## src/rtl/dcache_port_sched_pkg.sv

```systemverilog
// Shared types for the data-cache port scheduler: FSM state encoding and
// the payload values driven when a port carries no store data.
package dcache_port_sched_pkg;

    typedef enum logic [2:0] {
        SCHED_IDLE,
        SCHED_LD_REQ,
        SCHED_LD_WAIT,
        SCHED_ST_REQ,
        SCHED_ST_WAIT,
        SCHED_UC_REQ,
        SCHED_UC_WAIT
    } sched_state_t;

    localparam logic [3:0]  SB_RWEN_NOP = 4'b0000;
    localparam logic [31:0] SB_DATA_NOP = 32'h0000_0000;

endpackage

```

## src/rtl/dcache_port_sched_starve_cnt.sv

```systemverilog
// Saturating count of load grants issued while a store_buffer head waits.
// sat tells the arbiter the store must win the next decision.
module dcache_port_sched_starve_cnt
    import dcache_port_sched_pkg::*;
#(
    parameter int LIMIT = 4,
    parameter int CNT_W = 3
) (
    input  logic clk,
    input  logic rst_,
    input  logic inc,
    input  logic clr,
    output logic sat
);

    localparam logic [CNT_W-1:0] LIMIT_V = CNT_W'(LIMIT);

    logic [CNT_W-1:0] cnt;

    assign sat = (cnt == LIMIT_V);

    always_ff @(posedge clk) begin
        if (rst_)
            cnt <= '0;
        else if (clr)
            cnt <= '0;
        else if (inc && !sat)
            cnt <= cnt + CNT_W'(1);
    end

endmodule

```

## src/rtl/dcache_port_sched.sv

```systemverilog
// Arbitrates the single dcache request port between MEM-stage loads and
// store_buffer drain; uncached head entries go to the uncached bus port.
module dcache_port_sched
    import dcache_port_sched_pkg::*;
#(
    parameter int STARVE_LIMIT = 4,
    parameter int CNT_W        = 3
) (
    input  logic        clk,
    input  logic        rst_,
    input  logic        flush,
    input  logic        ld_req_valid,
    input  logic [31:0] ld_req_addr,
    output logic        ld_req_ready,
    output logic        ld_resp_valid,
    output logic [31:0] ld_resp_data,
    input  logic        sb_head_en,
    input  logic        sb_head_unc,
    input  logic [31:0] sb_head_addr,
    input  logic [31:0] sb_head_data,
    input  logic [3:0]  sb_head_wen,
    input  logic        sb_allow_in,
    output logic        sb_cache_busy,
    output logic        c_req_valid,
    output logic        c_req_wr,
    output logic [31:0] c_req_addr,
    output logic [31:0] c_req_wdata,
    output logic [3:0]  c_req_wen,
    input  logic        c_req_ready,
    input  logic        c_resp_valid,
    input  logic [31:0] c_resp_rdata,
    output logic        u_req_valid,
    output logic [31:0] u_req_addr,
    output logic [31:0] u_req_wdata,
    output logic [3:0]  u_req_wen,
    input  logic        u_req_ready,
    input  logic        u_resp_valid
);

    sched_state_t state, state_nxt;
    logic         kill;
    logic         head_any, store_win, starve_sat;
    logic         ld_grant, st_grant;

    assign head_any  = sb_head_en | sb_head_unc;
    assign store_win = head_any && (!sb_allow_in || starve_sat || !ld_req_valid);

    dcache_port_sched_starve_cnt #(
        .LIMIT (STARVE_LIMIT),
        .CNT_W (CNT_W)
    ) u_starve_cnt (
        .clk  (clk),
        .rst_ (rst_),
        .inc  (ld_grant && head_any),
        .clr  (st_grant || !head_any),
        .sat  (starve_sat)
    );

    always_comb begin
        // NOTE: every output of this block is given a default before the case so no latch is inferred.
        state_nxt     = state;
        ld_req_ready  = 1'b0;
        c_req_valid   = 1'b0;
        u_req_valid   = 1'b0;
        sb_cache_busy = 1'b1;
        ld_grant      = 1'b0;
        st_grant      = 1'b0;
        case (state)
            SCHED_IDLE: begin
                if (store_win) begin
                    st_grant  = 1'b1;
                    state_nxt = sb_head_en ? SCHED_ST_REQ : SCHED_UC_REQ;
                end else if (ld_req_valid && !flush) begin
                    ld_grant     = 1'b1;
                    ld_req_ready = 1'b1;
                    state_nxt    = SCHED_LD_REQ;
                end
            end
            SCHED_LD_REQ: begin
                c_req_valid = 1'b1;
                if (c_req_ready) state_nxt = SCHED_LD_WAIT;
            end
            SCHED_LD_WAIT: if (c_resp_valid) state_nxt = SCHED_IDLE;
            SCHED_ST_REQ: begin
                c_req_valid = 1'b1;
                if (c_req_ready) begin
                    sb_cache_busy = 1'b0;
                    state_nxt     = SCHED_ST_WAIT;
                end
            end
            SCHED_ST_WAIT: if (c_resp_valid) state_nxt = SCHED_IDLE;
            SCHED_UC_REQ: begin
                u_req_valid = 1'b1;
                if (u_req_ready) begin
                    sb_cache_busy = 1'b0;
                    state_nxt     = SCHED_UC_WAIT;
                end
            end
            SCHED_UC_WAIT: if (u_resp_valid) state_nxt = SCHED_IDLE;
            default: state_nxt = SCHED_IDLE;
        endcase
        // Reset cycle: no grant, no handshake, no pop may escape.
        if (rst_) begin
            ld_req_ready  = 1'b0;
            c_req_valid   = 1'b0;
            u_req_valid   = 1'b0;
            sb_cache_busy = 1'b1;
            ld_grant      = 1'b0;
            st_grant      = 1'b0;
        end
    end

    always_ff @(posedge clk) begin
        // NOTE: registers use non-blocking assignment so every update sees pre-edge values.
        if (rst_) state <= SCHED_IDLE;
        else      state <= state_nxt;
    end

    always_ff @(posedge clk) begin
        if (rst_) begin
            kill          <= 1'b0;
            ld_resp_valid <= 1'b0;
            ld_resp_data  <= '0;
            c_req_wr      <= 1'b0;
            c_req_addr    <= '0;
            c_req_wdata   <= SB_DATA_NOP;
            c_req_wen     <= SB_RWEN_NOP;
            u_req_addr    <= '0;
            u_req_wdata   <= SB_DATA_NOP;
            u_req_wen     <= SB_RWEN_NOP;
        end else begin
            ld_resp_valid <= 1'b0;
            if (ld_grant) begin
                c_req_wr    <= 1'b0;
                c_req_addr  <= ld_req_addr;
                c_req_wdata <= SB_DATA_NOP;
                c_req_wen   <= SB_RWEN_NOP;
            end
            // Head payload is captured here, before the pop lets store_buffer advance.
            if (st_grant && sb_head_en) begin
                c_req_wr    <= 1'b1;
                c_req_addr  <= sb_head_addr;
                c_req_wdata <= sb_head_data;
                c_req_wen   <= sb_head_wen;
            end
            if (st_grant && !sb_head_en) begin
                u_req_addr  <= sb_head_addr;
                u_req_wdata <= sb_head_data;
                u_req_wen   <= sb_head_wen;
            end
            if (state == SCHED_LD_WAIT && c_resp_valid) begin
                ld_resp_valid <= !kill && !flush;
                if (!kill && !flush) ld_resp_data <= c_resp_rdata;
            end
            // A flushed load still finishes on the bus; only its delivery is dropped.
            if (state_nxt == SCHED_IDLE) kill <= 1'b0;
            else if (flush)              kill <= 1'b1;
        end
    end

endmodule

```

## config.mk

```make
export PLATFORM = sky130hd
export DESIGN_NAME = dcache_port_sched
export DESIGN_NICKNAME = d
export VERILOG_FILES = /design/src/rtl/dcache_port_sched_pkg.sv /design/src/rtl/dcache_port_sched_starve_cnt.sv /design/src/rtl/dcache_port_sched.sv
export SDC_FILE = /design/constraint.sdc
export NUM_CORES = 1
export LEC_CHECK = 0
export ABC_AREA = 1
export BUFFER_PORTS_ARGS = -buffer_cell sky130_fd_sc_hd__buf_2
export CORE_ASPECT_RATIO = 0.8
export CORE_MARGIN = 1
export CORE_UTILIZATION = 30
export DETAILED_ROUTE_END_ITERATION = 12
export PLACE_DENSITY = 0.52
export REMOVE_ABC_BUFFERS = 1
export SLEW_MARGIN = 20
export SYNTH_ARGS = -nofsm -noshare
export SYNTH_HDL_FRONTEND = slang
export SYNTH_HIERARCHICAL = 1
export SYNTH_SLANG_ARGS = --single-unit
```

## constraint.sdc

```tcl
create_clock -name clk -period 3.3 [get_ports clk]
set_input_delay 0.66 -clock clk [delete_from_list [all_inputs] [get_ports clk]]
set_output_delay 0.66 -clock clk [all_outputs]
set_load 0.005 [all_outputs]
```

==> reports/results.ini, run 1 <==
[synthesis]
yosysSeqAreaShare = 0.5135
synth-seq-cells = 177
syn_inst = 957
synth_area_mm2 = 0.006900
synth.distinct_cells = 26
synth-warning-count = 6
avgSynthCellArea_um2 = 7.210

[clock_tree]
cts_sinks = 177
cts_resized = 0
postCtsSetupBuffers = 0
htreeDepth = 4
worstSkewPairLatency_ps = 430
ctsHoldBuffers = 0
clockBufferDepth = 2
cts_tree = done
clk_pin_slew_ps = 70
cts_root_buf = clkbuf_16
cts_inserted_buffers = 17

[cells_and_area]
regArea_mm2 = 0.003543
multiInputGateArea_mm2 = 0.002935
syn_to_final_growth_pct = 33.96
layout_common_cells = 316 x buf_2, 261 x nor2_1, 200 x nand2_1
utilization = 0.4108
final_layout_size_suffix_gt1_frac = 0.3051
nFillCells = 2425
layout_commonest_cell = buf_2
fin_nets = 1384

[die]
die-area_mm2 = 0.02362
core_mm2 = 0.02250
io_pins = 317
row_count = 49
start_util = 0.3067
die_w_um = 171.6
die_h_um = 137.7

[pwr]
pwr-share-seq = 0.434
total_leakage_power_uw = 0.004481
clockPowerShare = 0.357
pwr-share-comb = 0.210
power.switching_uw = 1862
ir_drop_mv = 0.2683
cellInternalPower_uw = 3943
switching_share = 0.3208
p_per_area_mw_per_mm2 = 628.0

[worst_setup_path]
cpMaxStageDelayCell = dfxtp_1
endpoint_kind = output pin
path_class = flip-flop to output pin
cpLargestDelayFamily = simple AND/OR/NAND/NOR gates
r2r-end = c_req_wdata[30]
required_ps = 2640
path_common_cell = inv_1
arrival_ps = 2110
reg2reg_from = u_starve_cnt/cnt[0]
path_buf_inv = 5
r2r_slack_ps = 670
cp_max_fo = 13
worstPathCellList = inv_1, ha_1, nand2_2, inv_1, inv_1, nand3_1, nand2_1, nand3_2, inv_1, buf_2
cp_slowest_stage_delay_ps = 370
start_kind = flip-flop
r2r_cells = 13

[global_route]
grt_util_all_layers = 0.1903
grt_pass1_wl_um = 34580
grt_start_max_net_pins = 69
grt_overflow = 0
grt_pass1_vias = 6442
antenna_found_initial = 2

[timing]
max_slew.worst_pin.slew_ps = 801.3
fin_tns_setup_ps = 0
finalSetupViolations = 0
rsz0062_at_grt = no
max_slew_margin = 0.4658
slew_violations = 0
hold_ws_ps = 462.8
period_minus_slack_ps = 2773
period_share = 0.8404
finalHoldViolations = 0
fmax_mhz = 360.6
clock_skew_ps = 17.08

[place]
place.gp.congestion = 0.7910
io_buffer_count = 316
hpwl_um = 15690

[route]
avgRoutedWirePerCell_um = 14.79
drc = 0
vias = 6914
viasPerCell = 4.435
wl_um = 23070
first_pass_iters = 5
drtAntennaViolNets = 0
drt_iter0_drc = 384

[min_path]
hp-class = flip-flop to flip-flop
holdPathStages = 2
min_delay_worst_endpoint = c_req_wr
min_from = c_req_wr

[job]
maxCapViolCount = 0

[run_status]
status = completed

-- cell type report --
type                    count  share of cell area
clock buffers              18             0.04643
repair buffers            326              0.1806
multi-input cells         688              0.3175
clock inverters            14             0.01800
inverters                  29             0.01245
flip-flops and latches    177              0.3833
diodes                      1           0.0002707
well taps                 306             0.04142
-- metal layers --
metal,vias to the layer above,routed length (um),GRT usage
li1,3597,-,-
met1,3060,9957,0.2298
met2,244,10550,0.3122
met3,11,2410,0.08130
met4,2,135,0.04266
met5,-,13,0
-- cells in the mapped netlist --
cell type / count / area (um2)
a21oi_1: 53 / 265.3
buf_1: 4 / 15.01
buf_2: 23 / 115.1
buf_4: 4 / 30.03
buf_6: 2 / 22.52
buf_8: 1 / 15.01
clkbuf_1: 29 / 108.9
clkinv_2: 1 / 5.000
dfxtp_1: 177 / 3543
ha_1: 2 / 25.02
inv_1: 22 / 82.58
inv_2: 4 / 15.01
inv_4: 2 / 12.51
nand2_1: 200 / 750.7
nand2_2: 2 / 12.51
nand2_4: 1 / 11.26
nand3_1: 20 / 100.1
nand3_2: 1 / 10.01
nand3_4: 1 / 17.52
nand4_1: 1 / 6.260
nor2_1: 261 / 979.7
nor2_2: 10 / 62.56
nor2_4: 2 / 22.52
o21ai_0: 123 / 615.6
o21ai_1: 10 / 50.05
or2_2: 1 / 6.260
-- worst max path at each step --
stage,from,endpoint,cells after the start
finish,u_starve_cnt/cnt[0],ld_req_ready,10
global route,u_starve_cnt/cnt[0],c_req_wen[1],13
CTS,u_starve_cnt/cnt[0],ld_req_ready,10
detailed placement,u_starve_cnt/cnt[0],c_req_wdata[3],13
global placement,u_starve_cnt/cnt[0],c_req_wdata[22],13
floorplan,rst_,c_req_addr[10],8
-- power by group through the flow --
stage                     logic [uW]  clock network (uW)  registers, uW
after floorplan                  630                   0           2580
after global placement          1240                   0           2560
after detailed placement        1250                   0           2560
after CTS                       1250                2130           2520
after global routing            1400                2220           2550
final                           1220                2070           2520
-- registers in the layout, summed over array words and instances (netlist names), 3 cells and up --
register,cells
u_req_addr,32
ld_resp_data,32
c_req_wdata,32
state,3
c_req_addr,32
u_starve_cnt/cnt,3
u_req_wen,4
c_req_wen,4
u_req_wdata,32
-- stage by stage --
step | instances | instance area (um2) | setup WS (ps) | total power (uW)
after floorplan | 894 | 6594 | -78.87 | 3207
after global placement | 1526 | 8646 | 682.5 | 3800
after detailed placement | 1526 | 8646 | 605.6 | 3810
after CTS | 1558 | 9241 | 474.3 | 5895
after global routing | 1558 | 9241 | 269.7 | 6177
final | 1559 | 9244 | 526.7 | 5805
-- kinds of logic after synthesis --
kind of cell | share of synthesized area
adders and majority gates | 0.003626
DFF | 0.5135
and+or+nand+nor | 0.2869
AOI/OAI and AO/OA | 0.1349
buffers and inverters | 0.06110
-- tightest hold or removal path, cell delays in order, from the launching register on --
cell and delay, ps:
dfxtp_1 310, nand3_1 70, nand2_1 40
(Power assumes the default switching activity.)
==> inputs of run 2 (changes only) <==
Clock period 3.3 ns to 2.9 ns, I/O delays scaled along.
==> reports/results.ini, run 2 (same netlist as run 1, synthesis figures left out) <==
[die]
die_w_um = 171.6  ; unchanged
start_util = 0.3067  ; unchanged
die-area_mm2 = 0.02362  ; unchanged
core_mm2 = 0.02250  ; unchanged
die_h_um = 137.7  ; unchanged
row_count = 49  ; unchanged
io_pins = 317  ; unchanged

[clock_tree]
clockBufferDepth = 2  ; unchanged
cts_root_buf = clkbuf_16
cts_resized = 0  ; unchanged
cts_sinks = 177  ; unchanged
worstSkewPairLatency_ps = 430  ; about the same
htreeDepth = 4  ; unchanged
postCtsSetupBuffers = 0  ; unchanged
clk_pin_slew_ps = 80  ; about the same
cts_tree = done
cts_inserted_buffers = 17  ; unchanged
ctsHoldBuffers = 0  ; unchanged

[worst_setup_path]
start_kind = flip-flop
endpoint_kind = output pin
arrival_ps = 2020  ; -90 ps
cp_slowest_stage_delay_ps = 370  ; about the same
path_buf_inv = 5  ; unchanged
worstPathCellList = inv_1, ha_1, nand2_2, inv_1, inv_1, nand3_1, nand2_1, nand3_4, inv_1, buf_2
path_class = flip-flop to output pin
r2r-end = c_req_wdata[30]
r2r_slack_ps = 500  ; -170 ps
required_ps = 2320  ; -320 ps
cpMaxStageDelayCell = dfxtp_1
cp_max_fo = 13  ; unchanged
r2r_cells = 13  ; unchanged
reg2reg_from = u_starve_cnt/cnt[0]
path_common_cell = inv_1
cpLargestDelayFamily = simple AND/OR/NAND/NOR gates

[timing]
max_slew_margin = 0.4841  ; +0.01829
finalHoldViolations = 0  ; unchanged
clock_skew_ps = 17.27  ; +0.1909 ps
period_minus_slack_ps = 2595
setup_slack_ps = 304.7  ; -222.0 ps
slew_violations = 0  ; unchanged
period_share = 0.8949
max_slew.worst_pin.slew_ps = 773.8  ; -27.43 ps
rsz0062_at_grt = no
fmax_mhz = 385.3
finalSetupViolations = 0  ; unchanged

[pwr]
clockPowerShare = 0.346  ; -0.011
power.switching_uw = 2121  ; +14%
p_total_uw = 6542  ; +13%
pwr-share-comb = 0.216  ; +0.006
ir_drop_mv = 0.3663  ; +37%
cellInternalPower_uw = 4421  ; +12%
switching_share = 0.3242  ; +0.003356
p_per_area_mw_per_mm2 = 706.9  ; +13%
total_leakage_power_uw = 0.004486  ; about the same
pwr-share-seq = 0.438  ; +0.004

[route]
viasPerCell = 4.520  ; +1.9%
drc = 0  ; unchanged
avgRoutedWirePerCell_um = 15.09  ; +2.0%
first_pass_iters = 4  ; -1
drt_iter0_drc = 347  ; -9.6%
drtAntennaViolNets = 0  ; unchanged
wl_um = 23550  ; +2.1%
vias = 7051  ; +2.0%

[global_route]
grt_overflow = 0  ; unchanged
grt_util_all_layers = 0.1937  ; +0.003359
antenna_found_initial = 3  ; +1
grt_pass1_vias = 6585  ; +2.2%
grt_start_max_net_pins = 80  ; +16%
grt_pass1_wl_um = 35060  ; +1.4%

[place]
io_buffer_count = 316  ; unchanged
place.gp.congestion = 0.8634  ; +9.2%
hpwl_um = 16020  ; +2.1%
pre_cts_slack_ps = 473.5  ; -132.1 ps

[cells_and_area]
final_layout_size_suffix_gt1_frac = 0.3065  ; +0.001353
layout_commonest_cell = buf_2
layout_common_cells = 316 x buf_2, 261 x nor2_1, 200 x nand2_1
utilization = 0.4113  ; +0.0005010
nFillCells = 2440  ; +0.62%
fin_nets = 1385  ; +0.072%
syn_to_final_growth_pct = 34.13

[min_path]
holdPathStages = 3  ; +1
min_from = sb_head_addr[29]
min_delay_worst_endpoint = u_req_addr[29]
hp-class = primary input to flip-flop

[job]
maxCapViolCount = 0  ; unchanged

[run_status]
status = completed

## run 2: worst max path at each step
stage | depth (start not counted) | endpoint | slack, ps | from
4_1_cts | 10 | ld_req_ready | 150 | u_starve_cnt/cnt[0]
6_report | 10 | ld_req_ready | 300 | u_starve_cnt/cnt[0]
5_1_grt | 10 | ld_req_ready | 120 | u_starve_cnt/cnt[0]
3_3_place_gp | 13 | c_req_wdata[4] | 600 | u_starve_cnt/cnt[0]
3_5_place_dp | 13 | c_req_wdata[15] | 470 | u_starve_cnt/cnt[0]
2_1_floorplan | 8 | c_req_addr[10] | -400 | rst_
## run 2: final cells by class
type                    count  area (um2)  area share
repair buffers            327        1689      0.1825
clock inverters            14       140.1     0.01514
inverters                  29       115.1     0.01244
clock buffers              18       439.2     0.04745
multi-input cells         688        2943      0.3180
flip-flops and latches    177        3543      0.3829
well taps                 306       382.9     0.04137
diodes                      1       2.502   0.0002704
## run 2: through the flow
step	setup TNS, ps	hold slack, ps	instances	area [um2]
global route	0	386.1	1559	9253
global placement	0	443.9	1527	8666
CTS	0	383.7	1559	9245
detailed placement	0	450.9	1527	8666
finish	0	406.2	1560	9255
floorplan	-23380	451.3	894	6594
## run 2: power groups by stage
stage	Sequential (uW)	Clock, uW	Combinational [uW]
floorplan	2930	0	717
global placement	2920	0	1430
detailed placement	2920	0	1430
CTS	2870	2340	1430
global route	2910	2450	1610
finish	2870	2260	1410
## run 2: worst register-to-register path, stage by stage, from the launching register on
cell and delay (ps):
dfxtp_1 370, inv_1 60, ha_1 210, nand2_2 110, inv_1 50, inv_1 40
nand3_1 90, nand2_1 330, nor2_4 70, inv_2 90, nand2_4 60, inv_4 490
nand2_1 190, a21oi_1 170
## run 2: routing by layer
layer	track usage	vias up	wire [um]
li1	-	3600	-
met1	0.2324	3179	10280
met2	0.3144	250	10520
met3	0.08561	18	2494
met4	0.04960	4	229
met5	0	-	31
==> inputs of run 3 (changes only) <==
Settings changed: ABC_AREA 1 to default, PLACE_DENSITY 0.52 to 0.53.
==> reports/results.ini, run 3 <==
[cells_and_area]
syn_to_final_growth_pct = 36.73
layout_commonest_cell = buf_2
fin_cells = 1383  ; -11%
insertedDiodeCount = 0  ; -1
layout_common_cells = 315 x buf_2, 250 x nand2_1, 177 x dfxtp_1
final_layout_size_suffix_gt1_frac = 0.3375  ; +0.03108
nFillCells = 2245  ; -8.0%
fin_nets = 1240  ; -10%
design_area_mm2 = 0.009045  ; -2.3%

[clock_tree]
worstSkewPairLatency_ps = 440  ; about the same
cts_inserted_buffers = 17  ; unchanged
clk_pin_slew_ps = 80  ; about the same
cts_root_buf = clkbuf_16
postCtsSetupBuffers = 0  ; unchanged
ctsHoldBuffers = 0  ; unchanged
cts_resized = 0  ; unchanged
cts_tree = done
cts_sinks = 177  ; unchanged
clockBufferDepth = 2  ; unchanged
htreeDepth = 4  ; unchanged

[route]
first_pass_iters = 5  ; +1
drtAntennaViolNets = 0  ; unchanged
viasPerCell = 4.712  ; +4.3%
avgRoutedWirePerCell_um = 15.85  ; +5.0%
drt_iter0_drc = 499  ; +44%
met3_length_um = 2082  ; -17%
highest_layer = met5
wl_um = 21920  ; -6.9%
met2_length_um = 9904  ; -5.8%
wl_met1_um = 9678  ; -5.8%
vias = 6517  ; -7.6%
drc = 0  ; unchanged

[worst_setup_path]
start_kind = flip-flop
path_class = flip-flop to output pin
required_ps = 2320  ; about the same
endpoint_kind = output pin
cp_max_fo = 4  ; -9
arrival_ps = 1910  ; -110 ps

[synthesis]
synth-warning-count = 6  ; unchanged
synth-seq-cells = 177  ; unchanged
synth_ff_type = dfxtp_1
synth_commonest_cells = 250 x nand2_1, 177 x dfxtp_1, 102 x a21oi_1
avgSynthCellArea_um2 = 8.187  ; +14%
yosysTopAreaCellShare = 0.5357  ; +0.02214
synth_area_mm2 = 0.006615  ; -4.1%
ys_top_cells_by_area = dfxtp_1 54%, nand2_1 14%, a21oi_1 7.7%
syn_inst = 808  ; -16%
yosysSeqAreaShare = 0.5357  ; +0.02214
synth.distinct_cells = 41  ; +58%
synth.largest_area_cell = dfxtp_1
ys_async_sr_fraction = 0  ; unchanged
synth_most_common_cell = nand2_1
synth-edff-count = 0  ; unchanged

[min_path]
hp-class = primary input to flip-flop

[timing]
slew_violations = 0  ; unchanged
max_slew_margin = 0.5147  ; +0.03054
max_slew.worst_pin.slew_ps = 728.0  ; -45.81 ps
setup_slack_ps = 408.0  ; +103.3 ps
fin_tns_setup_ps = 0  ; unchanged
fmax_mhz = 401.3  ; +4.1%
finalHoldViolations = 0  ; unchanged
period_minus_slack_ps = 2492  ; -103.3 ps
rsz0062_at_grt = no
finalSetupViolations = 0  ; unchanged
period_share = 0.8593  ; -0.03562
clock_skew_ps = 21.21  ; +3.941 ps

[place]
postPlaceCellArea_mm2 = 0.008438  ; -2.6%
place.gp.congestion = 0.8405  ; -2.7%
io_buffer_count = 316  ; unchanged
dp.cells = 1351  ; -12%
pre_cts_slack_ps = 572.7  ; +99.25 ps
hpwl_um = 14950  ; -6.7%

[job]
maxCapViolCount = 0  ; unchanged

[pwr]
p_per_area_mw_per_mm2 = 651.8  ; -7.8%
total_leakage_power_uw = 0.004013  ; -11%
switching_share = 0.2881  ; -0.03603
pwr-share-comb = 0.147  ; -0.069
ir_drop_mv = 0.3154  ; -14%
cellInternalPower_uw = 4197  ; -5.1%
clockPowerShare = 0.400  ; +0.054
pwr-share-seq = 0.453  ; +0.015
power.switching_uw = 1699  ; -20%

[global_route]
grt_pass1_wl_um = 33930  ; -3.2%
grt_overflow = 0  ; unchanged
grt_start_max_net_pins = 69  ; -14%
antenna_found_initial = 1  ; -2
grt_pass1_vias = 6171  ; -6.3%
grt_util_all_layers = 0.1929  ; -0.0007932

[die]
die_h_um = 134.8  ; -2.1%
die_w_um = 168.0  ; -2.1%
die-area_mm2 = 0.02265  ; -4.1%
core_mm2 = 0.02162  ; -3.9%
io_pins = 317  ; unchanged
start_util = 0.3060  ; -0.0007179
row_count = 48  ; -2.0%

[run_status]
status = completed

==> run 3: cell count changes in the layout (fill, tap and decap cells not counted), moves of 4 or more <==
cell / change
a211oi_1: +11
a311oi_1: +24
nor2_1: -181
nor2_2: -9
nand3_1: -16
nand2b_1: +4
a21oi_1: +49
o21ai_1: -10
mux2i_1: +9
inv_2: -4
a22oi_1: +36
nand2_1: +50
inv_1: -17
o21ai_0: -116
==> run 3: cell type report <==
type / count / area (um2) / area share
Inverter: 5 / 18.77 / 0.002075
Tap cell: 275 / 344.1 / 0.03804
Clock inverter: 14 / 167.7 / 0.01854
Timing Repair Buffer: 330 / 1730 / 0.1913
Clock buffer: 18 / 439.2 / 0.04855
Sequential cell: 177 / 3543 / 0.3918
Multi-Input combinational cell: 564 / 2801 / 0.3097
==> run 3: cells by family after synthesis <==
group	count (synthesis)	synth area share
muxes	12	0.01873
adders and majority gates	2	0.003782
buffers and inverters	67	0.04464
AOI/OAI and AO/OA	189	0.1778
DFF	177	0.5357
and+or+nand+nor	361	0.2194
==> run 3: power groups by stage <==
stage	logic (uW)	clock network, uW	registers (uW)
finish	867	2360	2670
global route	971	2530	2690
CTS	883	2450	2670
detailed placement	880	0	2720
global placement	872	0	2720
floorplan	387	0	2730
==> run 3: metal layers <==
metal / global-route usage / vias to the layer above
met3: 0.07444 / 19
met2: 0.3086 / 235
li1: - / 3287
met4: 0.05403 / 2
met1: 0.2415 / 2974
met5: 0 / -
==> run 3: metrics by stage <==
step | hold slack [ps] | power (uW) | util
finish | 379.0 | 5895 | 0.4183
global route | 371.0 | 6192 | 0.4183
CTS | 357.5 | 5998 | 0.4183
detailed placement | 443.2 | 3601 | 0.3903
global placement | 438.4 | 3592 | 0.3903
floorplan | 446.7 | 3117 | -
==> run 3: worst paths after layout <==
check	start	end	slack (ps)	cells after the start
worst max-delay path	u_starve_cnt/cnt[0]	ld_req_ready	410	7
worst min register to register	u_req_wdata[17]	u_req_wdata[17]	450	2
worst max register to register	u_starve_cnt/cnt[0]	c_req_addr[31]	570	9
worst min-delay path	c_resp_rdata[9]	ld_resp_data[9]	380	3
==> run 3: worst max-delay path: stages, from the launching register on <==
cell	delay, ps
dfxtp_1	370
inv_1	60
ha_1	230
and2_1	170
nand2b_1	180
o21a_1	140
nor3_1	180
buf_2	170
